### config.mk
export PLATFORM = sky130hd
export DESIGN_NAME = alu_arbiter_flat
export DESIGN_NICKNAME = d
export VERILOG_FILES = /design/src/rtl/alu_arbiter_if.sv /design/src/rtl/alu_arbiter.sv /design/src/flat_wrapper.sv
export SDC_FILE = /design/constraint.sdc
export NUM_CORES = 1
export LEC_CHECK = 0
export ABC_AREA = 1
export CAP_MARGIN = 10
export CORE_ASPECT_RATIO = 1.2
export CORE_MARGIN = 2
export CORE_UTILIZATION = 37
export CTS_CLUSTER_DIAMETER = 150
export DETAILED_ROUTE_END_ITERATION = 10
export HOLD_SLACK_MARGIN = 0.05
export PLACE_DENSITY = 0.72
export SETUP_SLACK_MARGIN = 0.2
export SYNTH_ARGS = -nofsm -noshare
export SYNTH_HDL_FRONTEND = slang
export SYNTH_SLANG_ARGS = --single-unit
### constraint.sdc
create_clock -name clk -period 1.4 [get_ports clk]
set_input_delay 0.14 -clock clk [delete_from_list [all_inputs] [get_ports clk]]
set_output_delay 0.14 -clock clk [all_outputs]
set_load 0.005 [all_outputs]
### src/rtl/alu_arbiter_if.sv
// rtl/alu_arbiter_if.sv - requester, result and ALU-side bus of alu_arbiter
interface alu_arbiter_if;
  logic        req0, req1;
  logic [5:0]  op0, op1;
  logic [31:0] a0, a1, b0, b1;
  logic        gnt0, gnt1;
  logic [31:0] res0, res1;
  logic        vld0, vld1;
  logic        busy;
  logic [5:0]  alu_op;
  logic [31:0] alu_inpt1, alu_inpt2;
  logic        alu_en;
  logic [31:0] alu_outpt;

  modport slave (
    input  req0, req1, op0, op1, a0, a1, b0, b1, alu_outpt,
    output gnt0, gnt1, res0, res1, vld0, vld1, busy,
           alu_op, alu_inpt1, alu_inpt2, alu_en
  );

  modport master (
    output req0, req1, op0, op1, a0, a1, b0, b1, alu_outpt,
    input  gnt0, gnt1, res0, res1, vld0, vld1, busy,
           alu_op, alu_inpt1, alu_inpt2, alu_en
  );
endinterface

### src/rtl/alu_arbiter.sv
// rtl/alu_arbiter.sv - round-robin arbiter sharing one combinational ALU between two ports
module alu_arbiter #(
  parameter int ALU_LAT = 1
) (
  input logic          clk,
  input logic          rst_n,
  alu_arbiter_if.slave bus
);
  typedef enum logic {IDLE, EXEC} state_t;

  localparam logic [3:0] CNT_INIT = 4'(ALU_LAT - 1);

  state_t      state, state_nxt;
  logic [3:0]  cnt;
  logic        last, owner;
  logic        g0, g1;
  logic [5:0]  op_q;
  logic [31:0] in1_q, in2_q;
  logic [31:0] res0_q, res1_q;
  logic        vld0_q, vld1_q;

  // On a tie, port !last wins; last resets to 1 so port 0 takes the first tie.
  always_comb begin
    g0        = 1'b0;
    g1        = 1'b0;
    state_nxt = state;
    case (state)
      IDLE: begin
        if (bus.req0 && (!bus.req1 || last)) g0 = 1'b1;
        else if (bus.req1)                   g1 = 1'b1;
        if (g0 || g1) state_nxt = EXEC;
      end
      EXEC: if (cnt == 4'd0) state_nxt = IDLE;
      default: state_nxt = IDLE;
    endcase
  end

  always_ff @(posedge clk or negedge rst_n) begin
    if (!rst_n) begin
      state  <= IDLE;
      cnt    <= 4'd0;
      last   <= 1'b1;
      owner  <= 1'b0;
      op_q   <= 6'd0;
      in1_q  <= 32'd0;
      in2_q  <= 32'd0;
      res0_q <= 32'd0;
      res1_q <= 32'd0;
      vld0_q <= 1'b0;
      vld1_q <= 1'b0;
    end else begin
      state  <= state_nxt;
      vld0_q <= 1'b0;
      vld1_q <= 1'b0;
      case (state)
        IDLE: begin
          if (g0 || g1) begin
            op_q  <= g1 ? bus.op1 : bus.op0;
            in1_q <= g1 ? bus.a1  : bus.a0;
            in2_q <= g1 ? bus.b1  : bus.b0;
            owner <= g1;
            last  <= g1;
            cnt   <= CNT_INIT;
          end
        end
        EXEC: begin
          if (cnt != 4'd0) begin
            cnt <= cnt - 4'd1;
          end else if (owner) begin
            res1_q <= bus.alu_outpt;
            vld1_q <= 1'b1;
          end else begin
            res0_q <= bus.alu_outpt;
            vld0_q <= 1'b1;
          end
        end
        default: ;
      endcase
    end
  end

  assign bus.gnt0      = g0;
  assign bus.gnt1      = g1;
  assign bus.busy      = (state == EXEC);
  assign bus.alu_en    = (state == EXEC);
  assign bus.alu_op    = op_q;
  assign bus.alu_inpt1 = in1_q;
  assign bus.alu_inpt2 = in2_q;
  assign bus.res0      = res0_q;
  assign bus.res1      = res1_q;
  assign bus.vld0      = vld0_q;
  assign bus.vld1      = vld1_q;
endmodule

### src/flat_wrapper.sv
// flat-port wrapper written by rule: the top's interface ports become plain ports
module alu_arbiter_flat 
#(
  parameter int ALU_LAT = 1
)
  (clk, rst_n, bus_req0, bus_req1, bus_op0, bus_op1, bus_a0, bus_a1, bus_b0, bus_b1, bus_alu_outpt, bus_gnt0, bus_gnt1, bus_res0, bus_res1, bus_vld0, bus_vld1, bus_busy, bus_alu_op, bus_alu_inpt1, bus_alu_inpt2, bus_alu_en);
  alu_arbiter_if bus_i ();
  input logic clk;
  input logic rst_n;
  input wire logic [$bits(bus_i.req0)-1:0] bus_req0;
  input wire logic [$bits(bus_i.req1)-1:0] bus_req1;
  input wire logic [$bits(bus_i.op0)-1:0] bus_op0;
  input wire logic [$bits(bus_i.op1)-1:0] bus_op1;
  input wire logic [$bits(bus_i.a0)-1:0] bus_a0;
  input wire logic [$bits(bus_i.a1)-1:0] bus_a1;
  input wire logic [$bits(bus_i.b0)-1:0] bus_b0;
  input wire logic [$bits(bus_i.b1)-1:0] bus_b1;
  input wire logic [$bits(bus_i.alu_outpt)-1:0] bus_alu_outpt;
  output wire logic [$bits(bus_i.gnt0)-1:0] bus_gnt0;
  output wire logic [$bits(bus_i.gnt1)-1:0] bus_gnt1;
  output wire logic [$bits(bus_i.res0)-1:0] bus_res0;
  output wire logic [$bits(bus_i.res1)-1:0] bus_res1;
  output wire logic [$bits(bus_i.vld0)-1:0] bus_vld0;
  output wire logic [$bits(bus_i.vld1)-1:0] bus_vld1;
  output wire logic [$bits(bus_i.busy)-1:0] bus_busy;
  output wire logic [$bits(bus_i.alu_op)-1:0] bus_alu_op;
  output wire logic [$bits(bus_i.alu_inpt1)-1:0] bus_alu_inpt1;
  output wire logic [$bits(bus_i.alu_inpt2)-1:0] bus_alu_inpt2;
  output wire logic [$bits(bus_i.alu_en)-1:0] bus_alu_en;
  assign bus_i.req0 = bus_req0;
  assign bus_i.req1 = bus_req1;
  assign bus_i.op0 = bus_op0;
  assign bus_i.op1 = bus_op1;
  assign bus_i.a0 = bus_a0;
  assign bus_i.a1 = bus_a1;
  assign bus_i.b0 = bus_b0;
  assign bus_i.b1 = bus_b1;
  assign bus_i.alu_outpt = bus_alu_outpt;
  assign bus_gnt0 = bus_i.gnt0;
  assign bus_gnt1 = bus_i.gnt1;
  assign bus_res0 = bus_i.res0;
  assign bus_res1 = bus_i.res1;
  assign bus_vld0 = bus_i.vld0;
  assign bus_vld1 = bus_i.vld1;
  assign bus_busy = bus_i.busy;
  assign bus_alu_op = bus_i.alu_op;
  assign bus_alu_inpt1 = bus_i.alu_inpt1;
  assign bus_alu_inpt2 = bus_i.alu_inpt2;
  assign bus_alu_en = bus_i.alu_en;
  alu_arbiter #(.ALU_LAT(ALU_LAT)) u_core (.clk(clk), .rst_n(rst_n), .bus(bus_i));
endmodule
==> results of run 1 <==
-- critical path: stages (launching register included) --
cell,delay [ns]
dfrtp_1,0.39
inv_2,0.08
ha_4,0.17
nand2_4,0.06
nor2_4,0.12
nand3_4,0.20
clkbuf_16,0.25
nand2_2,0.07
o21ai_1,0.07
-- power groups by stage --
stage	logic (W)	clock network [W]	registers, W
after detailed placement	0.00666	0	0.00652
after global routing	0.00788	0.00463	0.00676
final	0.00725	0.00436	0.00664
after CTS	0.00630	0.00444	0.00648
after global placement	0.00657	0	0.00646
after floorplan	0.00231	0	0.00658
-- flip-flops by register name, summed over array words and instances (netlist names), 4 cells and up --
| name | flops |
|---|---|
| u_core.bus.alu_inpt1 | 32 |
| u_core.bus.alu_inpt2 | 32 |
| u_core.bus.alu_op | 6 |
| u_core.bus.res0 | 32 |
| u_core.bus.res1 | 32 |
| u_core.cnt | 4 |
-- cell type report --
class | instances | share of cell area
inverters | 187 | 0.0592
clock buffers | 18 | 0.0369
multi-input cells | 516 | 0.235
flip-flops and latches | 143 | 0.301
repair buffers | 397 | 0.335
well taps | 220 | 0.0231
clock inverters | 14 | 0.0102
-- metrics by stage --
stage,power (W),setup TNS (ns),utilization,area (um^2)
final,0.0183,-9.36,0.675,11900
after detailed placement,0.0132,-13.12,0.591,10400
after global placement,0.0130,-12.24,0.591,10400
after floorplan,0.00889,0,-,6980
after CTS,0.0172,-7.62,0.637,11200
after global routing,0.0193,-17.42,0.675,11900
-- logic make-up after synthesis --
family	Yosys count
simple gates	447
buf+inv	232
flops	143
compound gates	67
fa+ha+maj	1
-- layer usage --
layer  routed length (um)  global-route usage  vias to the layer above
li1                     -                   -                     3389
met3                 1900              0.0709                       52
met4                  701              0.0747                        0
met2                12800               0.367                      307
met1                 9000               0.249                     3221
met5                    0                   0                        -
-- Yosys cell counts, drive strengths merged --
master    n
o21ai    66
dfrtp   142
or2       1
nand4     2
a21oi     1
buf      36
dfstp     1
ha        1
clkbuf    9
nand3    76
inv     187
nor2      6
nand2   362
-- repair_timing --
item                                    CTS  global route
gates cloned                              1            21
setup buffers                            16            12
endpoints found under the hold margin   142             0
gates resized for setup                 343           166
hold buffers                              1             0
endpoints found under the setup margin  280           209
pin swaps                                11            19
-- path summary, 6_finish.rpt --
kind | cells past startpoint | startpoint | end | slack [ns]
setup / recovery | 8 | u_core.cnt[0]$_DFFE_PN0P_ | u_core.bus.res1[13]$_DFFE_PN0P_ | -0.15
setup reg to reg | 8 | u_core.cnt[0]$_DFFE_PN0P_ | u_core.bus.res1[13]$_DFFE_PN0P_ | -0.15
hold / removal | 2 | rst_n | u_core.bus.res0[28]$_DFFE_PN0P_ | 0.22
max in group asynchronous | 3 | rst_n | u_core.last$_DFFE_PN1P_ | 0.61
hold reg to reg | 2 | u_core.bus.alu_inpt1[18]$_DFFE_PN0P_ | u_core.bus.alu_inpt1[18]$_DFFE_PN0P_ | 0.47
min in group clk | 3 | bus_alu_outpt[21] | u_core.bus.res0[21]$_DFFE_PN0P_ | 0.27
==> results.toml, run 1 <==
[critical_path]
critPathRequiredTime_ns = 1.71
arrival_ns = 1.85
endpoint_kind = "register"
worstSetupPathType = "reg -> reg"
critPathMaxFanout = 8
cp-start-kind = "register"

[drt]
wl_per_cell_um = 16.3
viasPerCell = 4.66
dr.first_iter.drc_count = 342
via_count = 6969
drc = 0
totalWireLength_um = 24400
dr.pass1.iters = 4
drtAntennaViolNets = 0

[power]
netSwitchingPower_w = 0.00635
seq_power_share = 0.364
max-vdd-ir-drop_v = 0.000772
pwr-share-clk = 0.239
powerDensity_nw_per_um2 = 1530
swShare = 0.348
p_int_w = 0.0119
p_leak_nw = 6.50
pwr-share-comb = 0.397

[final_layout]
multiInputGateArea_um2 = 2800
mostFrequentLayoutCell = "nand2_1"
final_cell_mix = "305 x nand2_1, 180 x inv_1, 174 x clkdlybuf4s50_1, 141 x dfrtp_1, 72 x clkdlybuf4s15_1"
drive_gt1_frac = 0.255
fillers = 1444
regArea_um2 = 3580
antenna_cells = 0
finalNonFillerCells = 1495
finalNetCount = 1439
area_growth_pct = 77.6

[clocking]
numCtsBuffers = 17
insertion_delay_ns = 0.42
path_clk_slew_ns = 0.07
cts_buffer_depth = 2
root_buffer = "clkbuf_16"
clock_sinks = 143
htree_num_levels = 4
cts_tree = "yes"

[global_routing]
grt_pass1_vias = 6292
grt_usage = 0.213
grt-ovfl-total = 0
grt_pass1_wl_um = 31900
grt_max_degree = 59
antenna_found_initial = 0

[die]
ios = 316
die_x_um = 127
dieArea_um2 = 19200
die_h_um = 151
start_util = 0.380
rows = 53
core-area_um2 = 17600

[status]
violations = "setup timing"
status = "finished, violations left"

[placement]
port_buffers = 315
place_ws_ns = -0.319
gp_congestion = 0.799
place_inst = 1412
hpwl_um = 14700

[timing]
rsz0062_at_grt = "true"
final.setup.worst_slack_ns = -0.147
hold_violations = 0
fin_crit_ns = 1.55
whs_ns = 0.221
fmax_mhz = 647
max_slew.worst_pin.slew_ns = 0.425
slew_headroom = 0.717
fin_crit_sh = 1.10
finalSetupViolCount = 139
final-max-slew-violation-count = 0
fin_skew_ns = 0.00670

[synth]
synth_compound_gate_area_share = 0.0500
synth_area_per_cell_um2 = 7.53
syn-num-nets = 1067
synth_xor_area_frac = 0
muxShareOfSynthArea = 0
yosysSeqAreaShare = 0.534
synthAdderAreaFrac = 0.00187
ys_ff_latch = 143
synth_area_um2 = 6700
synthSimpleGateAreaFrac = 0.269
postSynthCellCount = 890
synth_top_area_cell = "dfrtp_1"
ys_warn_count = 0
ys_types = 20
synth_top_family_by_area = "simple AND/OR/NAND/NOR gates"
netlist_top_cells_area = "dfrtp_1 53%, nand2_1 20%, inv_1 10%, nand3_1 5.7%, o21ai_1 4.8%"
synth_top_area_frac = 0.530

[flow_run]
max-cap-violations = 0

[hold_path]
timing.hold.worst.class = "in -> async"
Power figures use the tool's default switching activity.
==> run 2: changes to the inputs <==
--- a/config.mk
+++ b/config.mk
@@ -5,15 +5,15 @@
 export SDC_FILE = /design/constraint.sdc
 export NUM_CORES = 1
 export LEC_CHECK = 0
-export ABC_AREA = 1
 export CAP_MARGIN = 10
 export CORE_ASPECT_RATIO = 1.2
 export CORE_MARGIN = 2
 export CORE_UTILIZATION = 37
+export CTS_BUF_LIST = sky130_fd_sc_hd__clkbuf_4
 export CTS_CLUSTER_DIAMETER = 150
 export DETAILED_ROUTE_END_ITERATION = 10
 export HOLD_SLACK_MARGIN = 0.05
-export PLACE_DENSITY = 0.72
+export PLACE_DENSITY = 0.75
 export SETUP_SLACK_MARGIN = 0.2
 export SYNTH_ARGS = -nofsm -noshare
 export SYNTH_HDL_FRONTEND = slang
==> run 2 against run 1 <==
The run still ends with setup timing left. Die area fell by 8.6%. Cell area fell by 4.9%. Clock-buffer cell count fell by 1. Register-to-register slack got worse by 0.17 ns. Setup slack got worse by 0.17 ns. Total power rose by 31%. Routed wire length fell by 8.4%. Critical endpoint is now u_core.bus.res0[11]$_DFFE_PN0P_. Largest cell class unchanged.
==> results.toml, run 2 <==
[hold_path]
timing.hold.worst.class = "in -> async"

[drt]
drtAntennaViolNets = 0
dr.pass1.iters = 4
viasPerCell = 4.93
via_count = 5329
totalWireLength_um = 22300
wl_per_cell_um = 20.7
drc = 0
dr.first_iter.drc_count = 179

[critical_path]
cp_slowest_stage_delay_ns = 0.42
path_delay_family = "flip-flops"
worstSetupPathType = "reg -> reg"
endpoint_kind = "register"
critPathRequiredTime_ns = 1.84
critPathMaxFanout = 7
worst_path_max_delay_cell = "dfrtp_1"
path_buf_inv = 3
cp-start-kind = "register"
arrival_ns = 2.16
path_cells = "inv_2 > ha_4 > and4bb_1 > nor2b_4 > buf_6 > clkbuf_16 > mux2_4"

[synth]
netlist_top_cells_area = "dfrtp_1 58%, o221a_2 13%, mux2_4 7.1%, mux2_2 6.4%, nand2b_1 4.2%"
synth_commonest_cells = "142 x dfrtp_1, 70 x o221a_2, 41 x nand2b_1, 35 x mux2_2, 30 x or2b_1"
ys_warn_count = 0
synth_most_common_cell = "dfrtp_1"
ys_types = 30
syn-num-nets = 589
synth_edf_count = 0
synth_top_area_frac = 0.581
ys_ff_latch = 143
yosysSeqAreaShare = 0.586
synth_area_per_cell_um2 = 14.8
synthArstFlopShare = 1.00
postSynthCellCount = 412
synth_area_um2 = 6110
synth_top_area_cell = "dfrtp_1"
synth_flop_cell = "dfrtp_1"

[global_routing]
grt_usage = 0.238
grt-ovfl-total = 0
grt_max_degree = 39
grt_pass1_wl_um = 31600
antenna_found_initial = 1
grt_pass1_vias = 5650

[die]
rows = 51
die_x_um = 121
core-area_um2 = 16200
start_util = 0.377
ios = 316
die_h_um = 145
dieArea_um2 = 17600

[placement]
port_buffers = 315
place_ws_ns = -0.331
place_inst = 953
hpwl_um = 15000
gp_congestion = 0.795

[final_layout]
drive_gt1_frac = 0.532
mostFrequentLayoutCell = "clkdlybuf4s50_1"
area_growth_pct = 85.2
finalNonFillerCells = 1080
finalNetCount = 1031
final_cell_mix = "174 x clkdlybuf4s50_1, 141 x dfrtp_1, 133 x buf_2, 78 x buf_4, 70 x o221a_4"

[clocking]
path_clk_slew_ns = 0.14
cts_buffer_depth = 2
cts_tree = "yes"
numCtsBuffers = 17
htree_num_levels = 4
root_buffer = "clkbuf_4"
insertion_delay_ns = 0.55
clock_sinks = 143

[power]
max-vdd-ir-drop_v = 0.000793
p_leak_nw = 5.05
power.total_w = 0.0239
powerDensity_nw_per_um2 = 2110

[timing]
final.setup.worst_slack_ns = -0.318
fin_crit_sh = 1.23
fmax_mhz = 582
rsz0062_at_grt = "true"
tns_ns = -30.94
finalSetupViolCount = 139
slew_headroom = 0.648
hold_violations = 0
max_slew.worst_pin.slew_ns = 0.527
fin_skew_ns = 0.0265
fin_crit_ns = 1.72
final-max-slew-violation-count = 0

[status]
violations = "setup timing"
status = "finished, violations left"

[flow_run]
max-cap-violations = 0
## run 2: cell types whose count changed after synthesis, moves of 7 or more
cell | previous run | this run
nand2_1 | 358 | 7
inv_1 | 184 | 7
nand3_1 | 76 | 0
o221a_2 | 0 | 70
o21ai_1 | 64 | 0
nand2b_1 | 0 | 41
mux2_2 | 0 | 35
or2b_1 | 0 | 30
mux2_4 | 0 | 29
buf_2 | 22 | 12
buf_4 | 8 | 1
## run 2: timing repair
item | CTS | global route
gates resized for setup | 616 | 8
setup buffers | 53 | 23
pin swaps | 7 | 4
endpoints found under the hold margin | 142 | 11
hold buffers | 1 | 1
setup endpoints to repair | 280 | 283
gates cloned | 9 | 7
## run 2: path summary, 6_finish.rpt
| kind | startpoint | end | slack (ns) | depth (start not counted) |
|---|---|---|---|---|
| max | u_core.cnt[1]$_DFFE_PN0P_ | u_core.bus.res0[11]$_DFFE_PN0P_ | -0.32 | 7 |
| min | rst_n | u_core.bus.alu_op[1]$_DFFE_PN0P_ | 0.04 | 2 |
| max reg2reg | u_core.cnt[1]$_DFFE_PN0P_ | u_core.bus.res0[11]$_DFFE_PN0P_ | -0.32 | 7 |
| min reg2reg | u_core.bus.res1[16]$_DFFE_PN0P_ | u_core.bus.res1[16]$_DFFE_PN0P_ | 0.52 | 1 |
| max in group asynchronous | rst_n | u_core.bus.res1[4]$_DFFE_PN0P_ | 0.13 | 3 |
| min in group clk | bus_alu_outpt[16] | u_core.bus.res0[16]$_DFFE_PN0P_ | 0.23 | 2 |
## run 2: area by class of cell
class / instances / area [um^2]
Inverter: 7 / 26.3
Clock buffer: 17 / 128
Fill cell: 1183 / 4890
Timing Repair Buffer: 452 / 4150
Tap cell: 212 / 265
Antenna cell: 1 / 2.50
Sequential cell: 143 / 3580
Clock inverter: 15 / 173
Multi-Input combinational cell: 233 / 3000
## run 2: routing by layer
layer | track usage | up-vias | part of all wire
met2 | 0.418 | 247 | 0.52
li1 | - | 2423 | -
met5 | 0 | - | 0
met1 | 0.289 | 2627 | 0.39
met3 | 0.0580 | 32 | 0.073
met4 | 0.0738 | 0 | 0.021
## run 2: stage by stage
stage	util	cell area, um^2	hold slack [ns]
after floorplan	-	6900	-0.156
after global placement	0.646	10500	0.0833
after detailed placement	0.646	10500	0.0823
after CTS	0.675	10900	0.0314
after global routing	0.698	11300	0.00960
final	0.698	11300	0.0417
## run 2: power breakdown
group	leakage (nW)	total [W]	switching [W]	internal, W
logic	3.25	0.0137	0.00488	0.00880
registers	1.63	0.00734	0.00115	0.00619
clock network	0.164	0.00284	0.00171	0.00113
total	5.05	0.0239	0.00774	0.0161
## run 2: cells by family after synthesis
| kind of cell | after synthesis | share of synthesized area |
|---|---|---|
| adder cells (fa/ha/maj) | 1 | 0.00205 |
| multiplexers | 67 | 0.141 |
| buffers and inverters | 36 | 0.0389 |
| AO/OA/AOI/OAI | 76 | 0.137 |
| flip-flops | 143 | 0.586 |
| AND/OR/NAND/NOR | 89 | 0.0958 |
==> run 3: changes to the inputs <==
--- a/config.mk
+++ b/config.mk
@@ -11,6 +11,7 @@
 export CORE_UTILIZATION = 37
 export CTS_BUF_LIST = sky130_fd_sc_hd__clkbuf_4
 export CTS_CLUSTER_DIAMETER = 150
+export CTS_CLUSTER_SIZE = 25
 export DETAILED_ROUTE_END_ITERATION = 10
 export HOLD_SLACK_MARGIN = 0.05
 export PLACE_DENSITY = 0.75
==> results of run 3 <==
No change in the layout: final DEF, timing and power equal those of run 2.
